**config.mk**
```make
export PLATFORM = sky130hd
export DESIGN_NAME = seg_cmd_ctrl
export DESIGN_NICKNAME = d
export VERILOG_FILES = /design/src/rtl/seg_cmd_ctrl.sv
export SDC_FILE = /design/constraint.sdc
export NUM_CORES = 1
export LEC_CHECK = 0
export ABC_AREA = 1
export CAP_MARGIN = 20
export CORE_MARGIN = 5
export CORE_UTILIZATION = 30
export DETAILED_ROUTE_END_ITERATION = 12
export HOLD_SLACK_MARGIN = 0.1
export PLACE_DENSITY = 0.52
export SYNTH_ARGS = -nofsm -noshare
export SYNTH_HDL_FRONTEND = slang
export SYNTH_SLANG_ARGS = --single-unit
```
**constraint.sdc**
```tcl
create_clock -name clk -period 2.35 [get_ports clk]
set_input_delay 0.235 -clock clk [delete_from_list [all_inputs] [get_ports clk]]
set_output_delay 0.235 -clock clk [all_outputs]
set_load 0.02 [all_outputs]
```
**src/rtl/seg_cmd_ctrl.sv**
```systemverilog
// seg_cmd_ctrl: framed UART command decoder driving a 7-segment display.
// A frame is A5, CMD, DATA, CHK (CHK = CMD ^ DATA). Accepted commands update
// the display registers and produce a one-byte response. The segment output
// is gated by a 4-bit PWM duty and a prescaled blink divider.
module seg_cmd_ctrl #(
    parameter int TIMEOUT_CYCLES = 1000
) (
    input  logic       clk,
    input  logic       rst,
    input  logic [7:0] rx_data,
    input  logic       rx_valid,
    output logic [7:0] tx_data,
    output logic       tx_valid,
    input  logic       tx_ready,
    output logic [6:0] segments,
    output logic       busy,
    output logic       err
);

    localparam logic [2:0] S_IDLE = 3'd0;
    localparam logic [2:0] S_CMD  = 3'd1;
    localparam logic [2:0] S_DATA = 3'd2;
    localparam logic [2:0] S_CHK  = 3'd3;
    localparam logic [2:0] S_RESP = 3'd4;

    localparam logic [7:0] HEADER   = 8'hA5;
    localparam logic [7:0] RESP_ACK = 8'h06;
    localparam logic [7:0] RESP_NAK = 8'h15;

    localparam logic [7:0] CMD_PATTERN = 8'h01;
    localparam logic [7:0] CMD_DUTY    = 8'h02;
    localparam logic [7:0] CMD_BLINK   = 8'h03;
    localparam logic [7:0] CMD_READ    = 8'h04;

    // Counter only needs to reach TIMEOUT_CYCLES-1.
    localparam int            TO_W    = (TIMEOUT_CYCLES > 1) ? $clog2(TIMEOUT_CYCLES) : 1;
    localparam logic [TO_W-1:0] TO_LAST = TO_W'(TIMEOUT_CYCLES - 1);

    logic [2:0]      r_state;
    logic [7:0]      r_cmd;
    logic [7:0]      r_data;
    logic [TO_W-1:0] r_to_cnt;
    logic [7:0]      r_tx_data;
    logic            r_tx_valid;
    logic            r_err;

    logic [6:0]      r_pattern;
    logic [3:0]      r_duty;
    logic [7:0]      r_blink_div;
    logic            r_blink_on;
    logic [7:0]      r_tick_cnt;
    logic [7:0]      r_presc;
    logic [3:0]      r_pwm_cnt;
    logic [6:0]      r_seg;

    logic            w_frame_ok;
    logic            w_commit;
    logic            w_wr_pattern;
    logic            w_wr_duty;
    logic            w_wr_blink;
    logic            w_pwm_on;
    logic [7:0]      w_resp_byte;

    // A frame is good when the checksum matches and the command is known.
    assign w_frame_ok   = (rx_data == (r_cmd ^ r_data)) &&
                          (r_cmd >= CMD_PATTERN) && (r_cmd <= CMD_READ);
    assign w_commit     = (r_state == S_CHK) && rx_valid && w_frame_ok;
    assign w_wr_pattern = w_commit && (r_cmd == CMD_PATTERN);
    assign w_wr_duty    = w_commit && (r_cmd == CMD_DUTY);
    assign w_wr_blink   = w_commit && (r_cmd == CMD_BLINK);
    assign w_pwm_on     = (r_pwm_cnt < r_duty);

    // Response byte for the frame completing this cycle (pattern read uses the pre-update value).
    always_comb begin
        // NOTE: assign a default first so no path leaves the output unassigned, which would infer a latch.
        w_resp_byte = RESP_NAK;
        if (w_frame_ok) begin
            if (r_cmd == CMD_READ) begin
                w_resp_byte = {1'b0, r_pattern};
            end else begin
                w_resp_byte = RESP_ACK;
            end
        end
    end

    // Frame FSM: header hunt, byte capture, inter-byte timeout and response handshake.
    always_ff @(posedge clk) begin
        // NOTE: non-blocking assignments so every register samples pre-edge values, matching hardware.
        if (rst) begin
            r_state    <= S_IDLE;
            r_cmd      <= 8'h00;
            r_data     <= 8'h00;
            r_to_cnt   <= '0;
            r_tx_data  <= 8'h00;
            r_tx_valid <= 1'b0;
            r_err      <= 1'b0;
        end else begin
            r_err <= 1'b0;
            case (r_state)
                S_IDLE: begin
                    r_to_cnt <= '0;
                    if (rx_valid && (rx_data == HEADER)) begin
                        r_state <= S_CMD;
                    end
                end
                S_CMD, S_DATA, S_CHK: begin
                    if (rx_valid) begin
                        r_to_cnt <= '0;
                        if (r_state == S_CMD) begin
                            r_cmd   <= rx_data;
                            r_state <= S_DATA;
                        end else if (r_state == S_DATA) begin
                            r_data  <= rx_data;
                            r_state <= S_CHK;
                        end else begin
                            r_state    <= S_RESP;
                            r_tx_valid <= 1'b1;
                            r_tx_data  <= w_resp_byte;
                            r_err      <= ~w_frame_ok;
                        end
                    end else if (r_to_cnt == TO_LAST) begin
                        // Abandon the partial frame silently apart from the error pulse.
                        r_to_cnt <= '0;
                        r_state  <= S_IDLE;
                        r_err    <= 1'b1;
                    end else begin
                        r_to_cnt <= r_to_cnt + TO_W'(1);
                    end
                end
                S_RESP: begin
                    // Incoming bytes are dropped here; only the handshake matters.
                    if (r_tx_valid && tx_ready) begin
                        r_tx_valid <= 1'b0;
                        r_state    <= S_IDLE;
                    end
                end
                default: begin
                    r_state <= S_IDLE;
                end
            endcase
        end
    end

    // Display configuration registers, written only by a complete, valid frame.
    always_ff @(posedge clk) begin
        if (rst) begin
            r_pattern   <= 7'h00;
            r_duty      <= 4'hF;
            r_blink_div <= 8'h00;
        end else begin
            if (w_wr_pattern) r_pattern   <= r_data[6:0];
            if (w_wr_duty)    r_duty      <= r_data[3:0];
            if (w_wr_blink)   r_blink_div <= r_data;
        end
    end

    // PWM counter, 256-cycle prescaler and blink phase; a blink_div write restarts the phase.
    always_ff @(posedge clk) begin
        if (rst) begin
            r_pwm_cnt  <= 4'h0;
            r_presc    <= 8'h00;
            r_tick_cnt <= 8'h00;
            r_blink_on <= 1'b1;
        end else begin
            r_pwm_cnt <= r_pwm_cnt + 4'h1;
            r_presc   <= r_presc + 8'h01;
            if (w_wr_blink || (r_blink_div == 8'h00)) begin
                r_tick_cnt <= 8'h00;
                r_blink_on <= 1'b1;
            end else if (r_presc == 8'hFF) begin
                if ((r_tick_cnt + 8'h01) == r_blink_div) begin
                    r_tick_cnt <= 8'h00;
                    r_blink_on <= ~r_blink_on;
                end else begin
                    r_tick_cnt <= r_tick_cnt + 8'h01;
                end
            end
        end
    end

    // Registered segment drive: pattern gated by PWM and blink.
    always_ff @(posedge clk) begin
        if (rst) begin
            r_seg <= 7'h00;
        end else begin
            r_seg <= r_pattern & {7{w_pwm_on & r_blink_on}};
        end
    end

    assign tx_data  = r_tx_data;
    assign tx_valid = r_tx_valid;
    assign segments = r_seg;
    assign busy     = (r_state != S_IDLE);
    assign err      = r_err;

endmodule

```
==> results of run 1 <==
-- sequential cells by signal (all words and copies together), names as in the netlist, 3 cells and up --
register,count
r_blink_div,8
r_cmd,8
r_data,8
r_duty,4
r_pattern,7
r_presc,8
r_pwm_cnt,4
r_state,3
r_tick_cnt,8
r_to_cnt,10
segments,7
tx_data,7
-- how the worst min path moves through the flow --
stage / startpoint / to / slack, ns / cells past startpoint
after floorplan: rx_valid / err / 0.33 / 1
after global placement: r_presc[0] / r_presc[0] / 0.43 / 1
after detailed placement: r_pattern[2] / tx_data[2] / 0.45 / 2
after CTS: r_presc[0] / r_presc[0] / 0.46 / 1
after global routing: r_presc[0] / r_presc[0] / 0.47 / 1
final: r_presc[0] / r_presc[0] / 0.46 / 1
-- cells by family after synthesis --
kind of cell               count (synthesis)  share of synthesized area
adders and majority gates                  7                     0.0203
other                                      1                   0.000871
xor gates and xnor gates                  12                     0.0244
and+or+nand+nor                          354                      0.381
AOI/OAI and AO/OA                         75                     0.0909
DFF                                       85                      0.395
buffers and inverters                     97                     0.0869
-- Yosys cell counts --
| cell | count | share of area |
|---|---|---|
| nor3_1 | 15 | 0.017 |
| o21ai_1 | 3 | 0.0035 |
| nand2_4 | 1 | 0.0026 |
| and3_1 | 1 | 0.0015 |
| nand3_1 | 45 | 0.052 |
| nor2_8 | 2 | 0.0093 |
| nand4_1 | 12 | 0.017 |
| xnor2_1 | 5 | 0.010 |
| and2b_1 | 1 | 0.0017 |
| xor2_1 | 7 | 0.014 |
| clkinv_1 | 1 | 0.00087 |
| o221a_2 | 1 | 0.0026 |
| nor2_4 | 2 | 0.0052 |
| nor2_1 | 104 | 0.091 |
| nand3b_1 | 2 | 0.0035 |
| inv_1 | 78 | 0.068 |
| a21oi_1 | 45 | 0.052 |
| nor4_2 | 1 | 0.0029 |
| nor3b_1 | 1 | 0.0017 |
| dfxtp_1 | 85 | 0.40 |
| clkbuf_1 | 9 | 0.0078 |
| nor2_2 | 3 | 0.0044 |
| nand3_2 | 2 | 0.0046 |
| a21boi_1 | 1 | 0.0017 |
| inv_2 | 5 | 0.0044 |
| nand3_4 | 1 | 0.0041 |
| o211ai_1 | 2 | 0.0035 |
| ha_1 | 7 | 0.020 |
| nand2_1 | 153 | 0.13 |
| nand3b_4 | 1 | 0.0046 |
| buf_4 | 2 | 0.0035 |
| nand4_4 | 4 | 0.020 |
| a22oi_1 | 1 | 0.0017 |
| conb_1 | 1 | 0.00087 |
| buf_2 | 2 | 0.0023 |
| nor4_1 | 3 | 0.0044 |
| o21ai_0 | 22 | 0.026 |
-- worst reg2reg max path: cells and delay by family (launching register included) --
kind            cells  cell delay [ns]
compound gates      1             0.21
simple gates        8             0.98
fa+ha+maj           1             0.28
flops               1             0.41
-- routing by layer --
metal | part of all wire | wire [um]
met5 | 0 | 0
met4 | 0.012 | 127
met3 | 0.037 | 383
met2 | 0.48 | 4980
met1 | 0.47 | 4960
-- area by class of cell --
class / instances / area, um^2 / share of cell area
Clock buffer: 9 / 225 / 0.0444
Clock inverter: 7 / 50.0 / 0.00986
Inverter: 84 / 315 / 0.0621
Multi-Input combinational cell: 449 / 2230 / 0.440
Sequential cell: 85 / 1700 / 0.335
Tap cell: 180 / 225 / 0.0444
Timing Repair Buffer: 34 / 325 / 0.0641
-- stage by stage --
step | utilization | power, mW
6_report | 0.363 | 3.55
5_1_grt | 0.363 | 3.74
4_1_cts | 0.363 | 3.61
3_5_place_dp | 0.343 | 2.26
3_3_place_gp | 0.343 | 2.25
2_1_floorplan | - | 2.07
-- power by group through the flow --
stage	registers [mW]	logic (mW)	clock network [mW]
2_1_floorplan	1.61	0.459	0
3_3_place_gp	1.64	0.613	0
3_5_place_dp	1.64	0.623	0
4_1_cts	1.61	0.625	1.37
5_1_grt	1.62	0.701	1.42
6_report	1.61	0.618	1.32
==> flow_results.org, run 1 <==
** GRT
- For this run, global-route usage on met3 was measured as 0.0250.
- Via count of the first global-routing pass :: 3654
- The first global-routing pass estimated between 15000 and 20000 um of wire.
- For this run the aggregate overflow at the end of global routing stands at 0.
- Global routing usage on met2 :: 0.219
- After global routing, the most crowded layer is met2.
- Total routing resource utilization after global routing :: 0.129
- For met1 alone, demand over resource in global routing was 0.166.
- Largest net degree at the start of global routing :: 47
- Initial antenna violation count :: 0

** Worst setup path
- Launching instance or port of the critical path :: r_tick_cnt[0]
- The most critical setup path has its endpoint at r_tick_cnt[7].
- Critical Path End Type :: register
- Cells on worst reg2reg path :: 10
- Start-to-end type of the worst setup path :: register to register
- Along the worst path, the maximum fanout reaches 8.
- Worst-path cell with the longest stage delay :: dfxtp_1
- The worst register-to-register path ends at r_tick_cnt[7].
- Levels on crit path :: 10
- Worst Setup Start Kind :: register
- At the worst endpoint, the arrival time is 2.21 ns.
- The most numerous cell type found on the critical path is nor2_1.
- Delay of the slowest cell on the worst path :: 0.41 ns
- CP cell instances :: ha_1, nand3_1, nor2_1, nand2_1, nand3_1, nand2_1, nor2_1, nand3_2, a22oi_1, nor2_1
- Reg-to-reg setup timing slack :: between 0.3 and 0.4 ns
- Worst reg2reg path startpoint :: r_tick_cnt[0]
- Total buffers and inverters traversed by the critical path :: 0
- Crit-path leading delay family :: simple AND/OR/NAND/NOR gates
- At the worst endpoint, the required time is 2.58 ns.

** Clocking
- Maximum clock path buffer count :: 2
- Clock latency on the worst-skew pair, taken at its later pin, is 0.33 ns.
- TritonCTS Sinks :: 85
- Once the clock tree was built, the setup fixing pass inserted 0 buffers.
- TritonCTS built the clock tree.
- Once the clock tree was built, the resizer swapped 0 gates to a different size.
- After clock tree synthesis, the clock-pin slew on the worst setup and hold paths is 0.06 ns.
- The H-tree was split into 3 levels.
- Clock tree root driver cell :: clkbuf_16
- # hold bufs at CTS :: 0
- TritonCTS created 9 clock buffers.

** Pwr
- Of the total power, the clock network draws 0.373.
- Share of total power in sequential cells :: 0.453
- Total power density per cell area :: 700 nW/um^2
- Maximum VDD drop :: 0.000399 V
- Summed over all nets, the switching power comes to 1.10 mW.
- Sw Ratio :: 0.309
- Cell internal power was estimated by the tool at 2.45 mW.
- In this run the static leakage power is 2.31 nW.
- Fraction of power consumed by combinational cells :: 0.174

** Layout
- Area growth from synthesis to layout :: 17.8%
- Post-layout instance count excluding filler cells :: 848
- Post-route design area :: 5070 um^2
- In the final layout, the share of cells above drive strength 1 is 0.0674.
- 0 antenna diodes ended up in the layout.
- Filler cells :: about 1500
- In the layout the commonest cells are nand2_1, nor2_1, dfxtp_1.
- Most common library cell in the layout ignoring fill and taps :: nand2_1
- After the last flow step, the layout net total stands at 682.

** STA
- Unrepaired setup endpoints after global routing :: no
- Shortest clock period the worst path allows after layout :: 1.99 ns
- Actual slew at the worst max-slew pin :: 0.576 ns
- Highest Clock Rate :: 503 MHz
- The number of hold-slack violations in the final timing report came to 0.
- In this run the tightest slew margin relative to its limit is 0.614.
- On the final layout, the worst hold slack is 0.458 ns.
- Worst Setup Slack, final :: 0.364 ns
- Count of pins over their slew limit :: 0
- Dividing the final minimum period by the clock period gives 0.845.
- Accumulated negative setup slack :: 0 ns
- Setup violations remaining at the end of the flow were counted as 0.
- Across the routed clock network, the largest skew measured is 0.00671 ns.

** Route
- Summed over all layers, the routed wires come to between 10000 and 15000 um.
- Starting DRC count in detailed routing :: 218
- Detailed-route DRC error count :: 0
- Detailed Routing Iterations Pass 1 :: 6
- Routed len/inst :: around 12 um
- Post-detailed-route via-to-cell ratio :: roughly 4.7
- Remaining antenna violation count after routing :: 0
- Total via count in the routed design :: about 4000

** Floorplan
- 30 I/O pins were placed.
- Floorplan die width :: 130 um
- Die boundary height :: 130 um
- Die Area :: 16900 um^2
- In this run the standard cell core region covers 14000 um^2.
- The floorplan has 43 rows.
- Effective utilization at floorplan :: 0.308

** Logic synthesis
- Post-synthesis register bit count :: between 80 and 90
- After technology mapping, the gate count stands at 631.
- For this run, the number of Yosys warnings is 0.
- Netlist area before placement :: 4310 um^2
- Average instance area after synthesis :: 6.83 um^2
- The number of different library cells used by synthesis comes to 37.
- Counting every net in the synthesized netlist gives 650.
- The share of the Yosys chip area taken by registers is 0.395.

** Place
- Once placement completed, the tool counted placed cells totaling 832.
- Before CTS, the worst setup slack after placement is 0.146 ns.
- Once detailed placement completed, the half-perimeter wirelength came to 7850 um.
- Count of buffers inserted at the top-level ports :: 28
- Summing all placed instances gives a cell area of 4800 um^2.
- Placer Congestion :: 0.823

** Job
- Across the run, the number of max-cap violations was 0.

** Min path
- HP Class :: register to register

** Status
- The flow ran to the end, and the final reports show no timing, DRC or antenna violations.
Power figures use the tool's default switching activity.
==> run 2, diff against run 1 <==
Clock period 2.35 ns to 2.1 ns, I/O delays scaled along.
==> flow_results.org, run 2 (synthesis gave the netlist of run 1 again) <==
** Place
- The final weighted congestion in routability-driven placement was 0.790 (-4.0%).
- Count of buffers inserted at the top-level ports :: 28 (unchanged)
- The sum of net half-perimeters after detailed placement came to 7980 um (+1.6%).

** GRT
- The via count of the first global-routing pass was 3727 (+2.0%).
- The final global-route overflow total was 0 (unchanged).
- Total routing resource utilization after global routing :: 0.132 (+0.00311)
- Largest net degree at the start of global routing :: 47 (unchanged)
- Wire length of the first global-routing pass :: 18000 um (+3.2%)
- Initial antenna violation count :: 0 (unchanged)

** Layout
- The area used by sequential logic in the layout is 1700 um^2 (unchanged).
- Commonest cells after routing, fill and taps aside :: nand2_1, nor2_1, dfxtp_1
- The number of antenna repair diodes is 0 (unchanged).
- The share of layout cells above drive strength 1 was 0.0760 (+0.00864).
- Number of nets in the layout :: 686 (+0.59%)
- Most common library cell in the layout ignoring fill and taps :: nand2_1
- The number of fillers in the final layout came to 1490 (-2.5%).
- Combined area of the multi-input logic cells :: 2250 um^2 (+1.1%)
- Most flops, register :: r_to_cnt
- From synthesis to final layout, the design area changed by 19.6%.
- Max reg flops :: 10 (unchanged)
- The utilization of the core after routing is 0.368 (+0.00555).

** STA
- The clock period minus final worst setup slack is 1.87 ns (-0.119 ns).
- Number of endpoints failing setup at the final stage :: 0 (unchanged)
- The post-route setup TNS was 0 ns (unchanged).
- The clock skew is 0.00724 ns (+0.000528 ns).
- Unrepaired setup endpoints after global routing :: no
- The period utilization is 0.889 (+0.0440).
- The count of final max-slew check failures was 0 (unchanged).
- Actual slew at the worst max-slew pin :: 0.595 ns (+0.0196 ns)
- Hold violation count in the final report :: 0 (unchanged)
- Normalized max-slew margin :: 0.601 (-0.0131)
- Highest Clock Rate :: 536 MHz (+6.4%)

** Worst setup path
- CP Data Required Time :: 2.32 ns (-0.26 ns)
- Worst Setup Start Kind :: register
- The arrival time at the worst endpoint was 2.09 ns (-0.12 ns).
- The largest fanout on the critical path came to 8 (unchanged).
- STA classifies the critical path endpoint as a register.
- Start-to-end type of the worst setup path :: register to register

** Clocking
- The sink count of the clock tree was 85 (unchanged).
- The CTS H-tree depth is 3 (unchanged).
- The buffers inserted during post-CTS setup optimization was 0 (unchanged).
- Clock tree root driver cell :: clkbuf_16
- The post-cts sizing count came to 0 (unchanged).
- The total CTS buffers came to 9 (unchanged).
- Maximum clock path buffer count :: 2 (unchanged)
- The total of hold buffers inserted after clock tree synthesis came to 0 (unchanged).
- The insertion delay of the later-clocked pin in the worst-skew pair came to 0.33 ns (about the same).
- Clock slew at the register clock pins of the worst setup and hold paths :: 0.06 ns (about the same)
- TritonCTS clock tree :: built

** Route
- The iteration-0 DRC count of the detailed router was 188 (-14%).
- Routed len/inst :: 12.5 um (+1.5%)
- The number of detailed-routing iterations run before antenna repair came to 5 (-1).
- The remaining design rule violation count is 0 (unchanged).
- The number of nets with antenna violations after detailed routing came to 0 (unchanged).
- Total routed wirelength :: 10700 um (+1.9%)
- Total via count in the routed design :: 3943 (-0.20%)
- Post-detailed-route via-to-cell ratio :: 4.63 (-0.55%)

** Status
- The run finished with clean final reports.

** Floorplan
- The overall die width was 130 um (unchanged).
- Effective utilization at floorplan :: 0.308 (unchanged)
- Std cell rows :: 43 (unchanged)
- The die outline height is 130 um (unchanged).
- Die Area :: 16900 um^2 (unchanged)
- The core box area came to 14000 um^2 (unchanged).
- The count of pins on the block boundary was 30 (unchanged).

** Pwr
- The worst IR drop on VDD was 0.000312 V (-22%).
- The ratio of total power to cell area was 780 nW/um^2 (+12%).
- The leakage power was 2.36 nW (+2.1%).

** Min path
- The worst hold path belongs to the class register to register.

** Job
- Number of max-cap violations :: 0 (unchanged)
run 2: cell count changes in the layout (fill, tap and decap cells not counted), sizes merged:
cell / delta
clkbuf: +3
clkinv: -1
inv: -2
buf: +4
clkinvlp: -1
run 2: per-stage QoR:
step                      std cells  area [um^2]  hold slack, ns  power (mW)  setup WS [ns]
after global placement          836         4840           0.430        2.53         0.0707
after detailed placement        836         4840           0.440        2.54        0.00662
after floorplan                 631         4310           0.302        2.31          0.456
final                           851         5150           0.453        4.02          0.233
after CTS                       851         5130           0.455        4.08          0.133
after global routing            851         5150           0.488        4.24         0.0169
run 2: worst max-delay path, stage by stage (launching register included):
cell and delay, ns:
dfxtp_1 0.37, ha_2 0.24, nand3_1 0.15, nand2_1 0.14, nand3_1 0.08, nand2_1 0.08
nand2_1 0.05, nor2_1 0.21, nand3_4 0.19, a21boi_1 0.18, nor2_1 0.06
run 2: final timing paths:
check	depth (start not counted)	endpoint	startpoint	slack, ns
max	10	r_tick_cnt[1]	r_tick_cnt[1]	0.23
min	1	r_presc[0]	r_presc[0]	0.45
max reg2reg	10	r_tick_cnt[1]	r_tick_cnt[1]	0.23
min reg2reg	1	r_presc[0]	r_presc[0]	0.45
run 2: final cells by class:
type,count,share of cell area
multi-input combinational,449,0.438
sequential,85,0.330
timing repair buffer,38,0.0714
inverter,84,0.0612
clock buffer,12,0.0517
tap,180,0.0437
clock inverter,3,0.00389
run 2: routing by layer:
metal | global-route usage | wire [um] | vias to the layer above
met1 | 0.167 | 4970 | 1794
met2 | 0.228 | 5200 | 52
met5 | 0 | 0 | -
met3 | 0.0201 | 263 | 15
li1 | - | - | 2082
met4 | 0.0483 | 215 | 0
run 2: power breakdown:
group / internal, mW / total, mW / switching, mW
Sequential: 1.70 / 1.80 / 0.103
Clock: 0.890 / 1.52 / 0.629
Combinational: 0.252 / 0.702 / 0.450
